### config.mk
export PLATFORM = sky130hd
export DESIGN_NAME = ts_multi_pid_capture
export DESIGN_NICKNAME = d
export VERILOG_FILES = /design/src/rtl/ts_multi_pid_capture.sv
export SDC_FILE = /design/constraint.sdc
export NUM_CORES = 2
export LEC_CHECK = 0
export CELL_PAD_IN_SITES_DETAIL_PLACEMENT = 1
export CELL_PAD_IN_SITES_GLOBAL_PLACEMENT = 1
export CORE_MARGIN = 3
export CORE_UTILIZATION = 60
export DETAILED_ROUTE_END_ITERATION = 6
export HOLD_SLACK_MARGIN = 0.03
export PLACE_DENSITY = 0.83
export REMOVE_ABC_BUFFERS = 1
export SYNTH_ARGS = -nofsm -noshare
export SYNTH_HDL_FRONTEND = slang
export SYNTH_SLANG_ARGS = --single-unit
### constraint.sdc
create_clock -name S_AXI_ACLK -period 8.6 [get_ports S_AXI_ACLK]
set_clock_uncertainty 0.05 [all_clocks]
set_input_delay 1.29 -clock S_AXI_ACLK [delete_from_list [all_inputs] [get_ports S_AXI_ACLK]]
set_output_delay 1.29 -clock S_AXI_ACLK [all_outputs]
set_load 0.03 [all_outputs]
### src/rtl/ts_multi_pid_capture.sv
// MPEG-TS multi-PID packet capture: 0x47 sync hunter, NUM_PIDS PID slots,
// two-bank ping-pong packet buffer read through an indexed word port.
module ts_multi_pid_capture #(
  parameter int C_S_AXI_DATA_WIDTH = 32,
  parameter int NUM_PIDS           = 8,
  parameter int PACK_BYTE_SIZE     = 188,
  localparam int BPW            = C_S_AXI_DATA_WIDTH / 8,
  localparam int IDX_W          = (NUM_PIDS > 1) ? $clog2(NUM_PIDS) : 1,
  localparam int PACK_WORD_SIZE = (PACK_BYTE_SIZE + BPW - 1) / BPW,
  localparam int WA_W           = $clog2(PACK_WORD_SIZE)
) (
  input  logic                          S_AXI_ACLK,
  input  logic                          S_AXI_ARESETN,
  input  logic                          pid_wr_en,
  input  logic [IDX_W-1:0]              pid_wr_index,
  input  logic [31:0]                   pid_wr_data,
  input  logic [IDX_W-1:0]              pid_rd_index,
  output logic [31:0]                   pid_rd_data,
  input  logic                          filter_enable,
  input  logic [7:0]                    ts_data,
  input  logic                          ts_valid,
  input  logic                          ts_sync,
  output logic                          pkt_ready,
  output logic [IDX_W-1:0]              pkt_slot,
  input  logic [WA_W-1:0]               rd_addr,
  output logic [C_S_AXI_DATA_WIDTH-1:0] rd_data,
  input  logic                          pkt_release,
  output logic [31:0]                   drop_count
);
  localparam int DW         = C_S_AXI_DATA_WIDTH;
  localparam int LANE_W     = $clog2(BPW);
  localparam int CNT_W      = $clog2(PACK_BYTE_SIZE + 1);
  localparam int LAST_BYTES = PACK_BYTE_SIZE - (PACK_WORD_SIZE - 1) * BPW;
  // Lanes past the final packet byte are never written; mask them on read.
  localparam logic [DW-1:0] LAST_MASK = {DW{1'b1}} >> (8 * (BPW - LAST_BYTES));

  typedef enum logic [1:0] {HUNT, HDR, CAP} state_t;

  logic [12:0]         slot_pid [NUM_PIDS];
  logic [NUM_PIDS-1:0] slot_en;
  logic [DW-1:0]       mem [2][PACK_WORD_SIZE];

  state_t           st, st_n;
  logic [CNT_W-1:0] cnt, cnt_n;
  logic [7:0]       b1, b1_n;
  logic [IDX_W-1:0] cur_slot, slot_n;
  logic [1:0]       full;
  logic             fill_bank, read_bank;
  logic [IDX_W-1:0] bank_slot [2];

  logic             hit;
  logic [IDX_W-1:0] hit_idx;
  logic [12:0]      pid;
  logic             we, done, drop;
  logic [WA_W-1:0]  wa;
  logic [BPW-1:0]   wbe;
  logic [DW-1:0]    wd;

  logic unused_wr_bits;
  assign unused_wr_bits = ^{pid_wr_data[31:17], pid_wr_data[15:13]};

  assign pkt_ready = full[read_bank];
  assign pkt_slot  = bank_slot[read_bank];
  assign pid       = {b1[4:0], ts_data};

  // Slot table write and registered read-back.
  always_ff @(posedge S_AXI_ACLK or negedge S_AXI_ARESETN) begin
    if (!S_AXI_ARESETN) begin
      for (int i = 0; i < NUM_PIDS; i++) slot_pid[i] <= '0;
      slot_en     <= '0;
      pid_rd_data <= '0;
    end else begin
      if (pid_wr_en && 32'(pid_wr_index) < NUM_PIDS) begin
        slot_pid[pid_wr_index] <= pid_wr_data[12:0];
        slot_en[pid_wr_index]  <= pid_wr_data[16];
      end
      if (32'(pid_rd_index) < NUM_PIDS)
        pid_rd_data <= {15'b0, slot_en[pid_rd_index], 3'b0, slot_pid[pid_rd_index]};
      else
        pid_rd_data <= '0;
    end
  end

  // Lowest-index enabled slot whose PID equals the header PID wins.
  always_comb begin
    hit     = 1'b0;
    hit_idx = '0;
    for (int i = NUM_PIDS - 1; i >= 0; i--)
      if (slot_en[i] && slot_pid[i] == pid) begin
        hit     = 1'b1;
        hit_idx = IDX_W'(i);
      end
  end

  // Packet FSM next state and buffer write port; a sync byte outside HUNT
  // abandons the current packet and is re-examined as a fresh start.
  always_comb begin
    st_n   = st;
    cnt_n  = cnt;
    b1_n   = b1;
    slot_n = cur_slot;
    we     = 1'b0;
    wa     = '0;
    wbe    = '0;
    wd     = {BPW{ts_data}};
    done   = 1'b0;
    drop   = 1'b0;
    if (ts_valid) begin
      if (st == HUNT || ts_sync) begin
        st_n  = HUNT;
        cnt_n = '0;
        if (ts_sync && ts_data == 8'h47 && filter_enable) begin
          st_n  = HDR;
          cnt_n = CNT_W'(1);
        end
      end else if (st == HDR) begin
        if (cnt == CNT_W'(1)) begin
          b1_n  = ts_data;
          cnt_n = CNT_W'(2);
        end else if (!hit) begin
          st_n = HUNT;
        end else if (full[fill_bank]) begin
          drop = 1'b1;
          st_n = HUNT;
        end else begin
          // Header bytes 0..2 land in word 0 together once the bank is known free.
          we       = 1'b1;
          wbe[2:0] = 3'b111;
          wd[7:0]  = 8'h47;
          wd[15:8] = b1;
          slot_n   = hit_idx;
          st_n     = CAP;
          cnt_n    = CNT_W'(3);
        end
      end else begin
        we                   = 1'b1;
        wa                   = WA_W'(cnt >> LANE_W);
        wbe[cnt[LANE_W-1:0]] = 1'b1;
        cnt_n                = cnt + 1'b1;
        if (cnt == CNT_W'(PACK_BYTE_SIZE - 1)) begin
          done  = 1'b1;
          st_n  = HUNT;
          cnt_n = '0;
        end
      end
    end
  end

  // FSM registers.
  always_ff @(posedge S_AXI_ACLK or negedge S_AXI_ARESETN) begin
    if (!S_AXI_ARESETN) begin
      st       <= HUNT;
      cnt      <= '0;
      b1       <= '0;
      cur_slot <= '0;
    end else begin
      st       <= st_n;
      cnt      <= cnt_n;
      b1       <= b1_n;
      cur_slot <= slot_n;
    end
  end

  // Byte-lane writes into the fill bank.
  always_ff @(posedge S_AXI_ACLK) begin
    for (int j = 0; j < BPW; j++)
      if (we && wbe[j]) mem[fill_bank][wa][8*j +: 8] <= wd[8*j +: 8];
  end

  // Bank ownership, drop counter and registered read port. Completion and
  // release never target the same bank, so both may act in one cycle.
  always_ff @(posedge S_AXI_ACLK or negedge S_AXI_ARESETN) begin
    if (!S_AXI_ARESETN) begin
      full       <= '0;
      fill_bank  <= 1'b0;
      read_bank  <= 1'b0;
      bank_slot[0] <= '0;
      bank_slot[1] <= '0;
      drop_count <= '0;
      rd_data    <= '0;
    end else begin
      if (done) begin
        full[fill_bank]      <= 1'b1;
        bank_slot[fill_bank] <= cur_slot;
        fill_bank            <= ~fill_bank;
      end
      if (pkt_release && full[read_bank]) begin
        full[read_bank] <= 1'b0;
        read_bank       <= ~read_bank;
      end
      if (drop && drop_count != 32'hFFFF_FFFF) drop_count <= drop_count + 32'd1;
      if (32'(rd_addr) < PACK_WORD_SIZE - 1)
        rd_data <= mem[read_bank][rd_addr];
      else if (32'(rd_addr) == PACK_WORD_SIZE - 1)
        rd_data <= mem[read_bank][rd_addr] & LAST_MASK;
      else
        rd_data <= '0;
    end
  end
endmodule

==> flow_summary.ini <==
[worst_setup_path]
cp_cell_sequence = buf_6, xnor2_1, nand4_1, nor4_1, or4_1, o211a_1, buf_4, nor2b_4, buf_4, a21o_2, buf_4
crit_slowest_cell = a21o_2
cpPeakStageDelay_ns = 1.06
rr_startpoint = b1[2]
regToRegSetupSlack_ns = 2.68
r2r-end = mem[0][428]
crit_path_start_kind = primary input
crit_fanout = 117
worstPathRequired_ns = 9.24
rr_worst_depth = 10
path_class = primary input to flip-flop
worstSetupEndpoint = mem[0][428]
cp-end-kind = flip-flop
critPathLaunch = ts_data[2]
arrival_ns = 6.70
crit_top_cell = buf_4

[flow_run]
maxCapViolCount = 0

[clock_tree]
htreeDepth = 5
clock_sinks = 3229
clock_path_buffers = 4
cts_resized = 0
clock_latency_ns = 0.97
post_cts_buffers = 0
cts_tree = built
hold_buffers = 0
clockRootBuffer = clkbuf_16
cts_buffers = 333
clk_pin_slew_worst_paths_ns = 0.06

[grt]
grt_pass1_wl_mm = 549
track_usage_pct = 35.8
antenna_found_initial = 33
grt-ovfl-total = 0
grt_max_degree = 130
first_global_vias = 71801

[placement]
dp.cells = 8837
place.gp.congestion = 0.889
place_hpwl_mm = 215
placed_cell_area_mm2 = 0.131
port_buffers = 122

[power_and_ir_drop]
p_leak_nw = 45.8
ir_worst_vdd_mv = 0.252
p_per_area_mw_per_mm2 = 248

[cells_and_area]
syn2layout_area_growth_pct = 11.3
final_cell_mix = 3,008 x edfxtp_1, 817 x mux4_2, 409 x nor2_1
final_cell_count_no_fill = 9444
final_area_mm2 = 0.142
n_fill_cell = 16430
post-route-util_pct = 67.4
ff_latch_area_mm2 = 0.0959
final_common_cell = edfxtp_1
finalNetCount = 6431
drive_above_1_share_pct = 24.1
multi_input_area_mm2 = 0.0298

[sta]
finalCritPeriodShare_pct = 70.4
worstMarginPinSlew_ns = 1.46
finalHoldViolCount = 0
max_freq_mhz = 165
period_needed_ns = 6.06
tns_ns = 0
finalMaxSlewViolations = 0
grt_setup_unrepaired = false
relSlewSlack_pct = 2.23
setup_viol = 0

[drt]
wire_per_inst_um = 40.5
vias_per_cell = 7.14
drtAntennaViolNets = 0
drc = 0
wirelength_mm = 382
detailedRoute.firstIterationViolations = 10424
drt_first_pass_iters = 6
vias = 67454

[die]
core_area_mm2 = 0.211
die-area_mm2 = 0.218
io_pins = 159
die_h_um = 467
start_util_pct = 60.6
die_w_um = 467
rows = 168

[synth]
synth_ff_type = edfxtp_1
ys_ff_latch = 3229
async_reset_ff_share_pct = 6.84
avgSynthCellArea_um2 = 20.8
synth_area_mm2 = 0.128
synth_warnings = 0
synth_enable_flop_cells = 3008
ys_types = 65
synthCells = 6150
yosysSeqAreaShare_pct = 75.1

[run_status]
status = completed

[hold_path]
hold_class = primary input to asynchronous set/reset pin
## where the power goes
part / internal (mW) / switching [mW] / total [mW]
Clock: 8.21 / 6.13 / 14.3
Sequential: 17.3 / 0.198 / 17.5
Combinational: 1.47 / 1.91 / 3.38
## layer usage
layer | track usage (%) | share of wire (%) | up-vias
met4 | 20.8 | 6.9 | 30
met3 | 10.3 | 12 | 1192
li1 | - | - | 25772
met1 | 45.7 | 33 | 35300
met2 | 55.6 | 48 | 5160
met5 | 0 | 0.055 | -
## cell type report
cell class                      count  share of cell area (%)
Inverter                           15                  0.0502
Timing Repair Buffer              229                    1.54
Clock inverter                    175                    1.11
Multi-Input combinational cell   2559                    21.0
Sequential cell                  3229                    67.5
Tap cell                         2805                    2.47
Clock buffer                      417                    6.30
Antenna cell                       15                  0.0264
## logic make-up (layout without fill, tap and decap cells)
logic type                 count (synthesis)  after routing  synth area share, %
AOI/OAI and AO/OA                        422            422                 2.11
adders and majority gates                  5              5               0.0490
xor gates and xnor gates                 136            136                0.933
buffers and inverters                    379            836                 1.72
DFF                                     3229           3229                 75.1
other                                      1             33              0.00294
and+or+nand+nor                          816            816                 2.81
muxes                                   1162           1162                 17.3
## per-stage QoR
stage / setup slack (ns) / power (mW) / hold WS, ns
6_report: 2.54 / 35.2 / 0.264
5_1_grt: 2.32 / 36.1 / 0.313
4_1_cts: 2.69 / 35.3 / 0.268
3_5_place_dp: 1.79 / 21.1 / 0.436
3_3_place_gp: 2.27 / 21.0 / 0.408
2_1_floorplan: -28.50 / 21.3 / 0.394
## sequential cells by signal, summed over array words and instances, names as in the netlist
| register | flops |
|---|---|
| bank_slot | 6 |
| st | 2 |
| cur_slot | 3 |
| slot_pid | 104 |
| drop_count | 32 |
| slot_en | 8 |
| pid_rd_data | 14 |
| mem | 3008 |
| full | 2 |
| read_bank | 1 |
| rd_data | 32 |
| fill_bank | 1 |
| cnt | 8 |
| b1 | 8 |
## cells in the mapped netlist, types with 4 or more instances
library cell | number | area [um^2]
nor3_1 | 12 | 60.1
o31ai_1 | 7 | 52.6
o32ai_1 | 9 | 78.8
and3_1 | 25 | 156
mux4_2 | 817 | 18400
buf_6 | 39 | 439
o221ai_1 | 50 | 438
nor2b_1 | 11 | 68.8
a31oi_1 | 13 | 81.3
and2_1 | 15 | 93.8
mux2_1 | 4 | 45.0
a22o_1 | 5 | 43.8
buf_2 | 77 | 385
inv_1 | 13 | 48.8
a21oi_1 | 108 | 541
ha_1 | 5 | 62.6
buf_4 | 58 | 435
buf_1 | 33 | 124
nand4_1 | 63 | 394
nand2_1 | 196 | 736
nand4b_1 | 8 | 70.1
a22oi_1 | 6 | 45.0
a221oi_1 | 21 | 184
xnor2_1 | 134 | 1170
o21bai_1 | 7 | 52.6
o21ai_0 | 92 | 460
mux2_2 | 150 | 1690
a21o_1 | 6 | 45.0
dfrtp_1 | 221 | 5530
o22ai_1 | 42 | 263
nor4_1 | 18 | 113
o211ai_1 | 4 | 30.0
nand3_1 | 31 | 155
a211oi_1 | 27 | 203
nor2_1 | 412 | 1550
clkbuf_1 | 143 | 537
buf_8 | 12 | 180
and4_1 | 6 | 52.6
mux2i_1 | 191 | 1910
edfxtp_1 | 3008 | 90300
or4_1 | 4 | 30.0
o21ai_1 | 14 | 70.1
## critical path: cells and delay by family
| kind | cells | cell delay [ns] |
|---|---|---|
| AO/OA/AOI/OAI | 2 | 1.44 |
| XOR/XNOR | 1 | 0.26 |
| buffers and inverters | 4 | 2.30 |
| AND/OR/NAND/NOR | 4 | 1.01 |
## worst min path at each step
stage                         from             end  slack, ns  depth (start not counted)
finish               S_AXI_ARESETN  pid_rd_data[6]       0.26                          1
global route         S_AXI_ARESETN  pid_rd_data[6]       0.31                          1
detailed placement  drop_count[20]  drop_count[20]       0.44                          1
floorplan             bank_slot[0]    bank_slot[0]       0.39                          2
global placement      bank_slot[0]    bank_slot[0]       0.41                          2
CTS                  S_AXI_ARESETN  pid_rd_data[6]       0.27                          1
(Power assumes the default switching activity.)
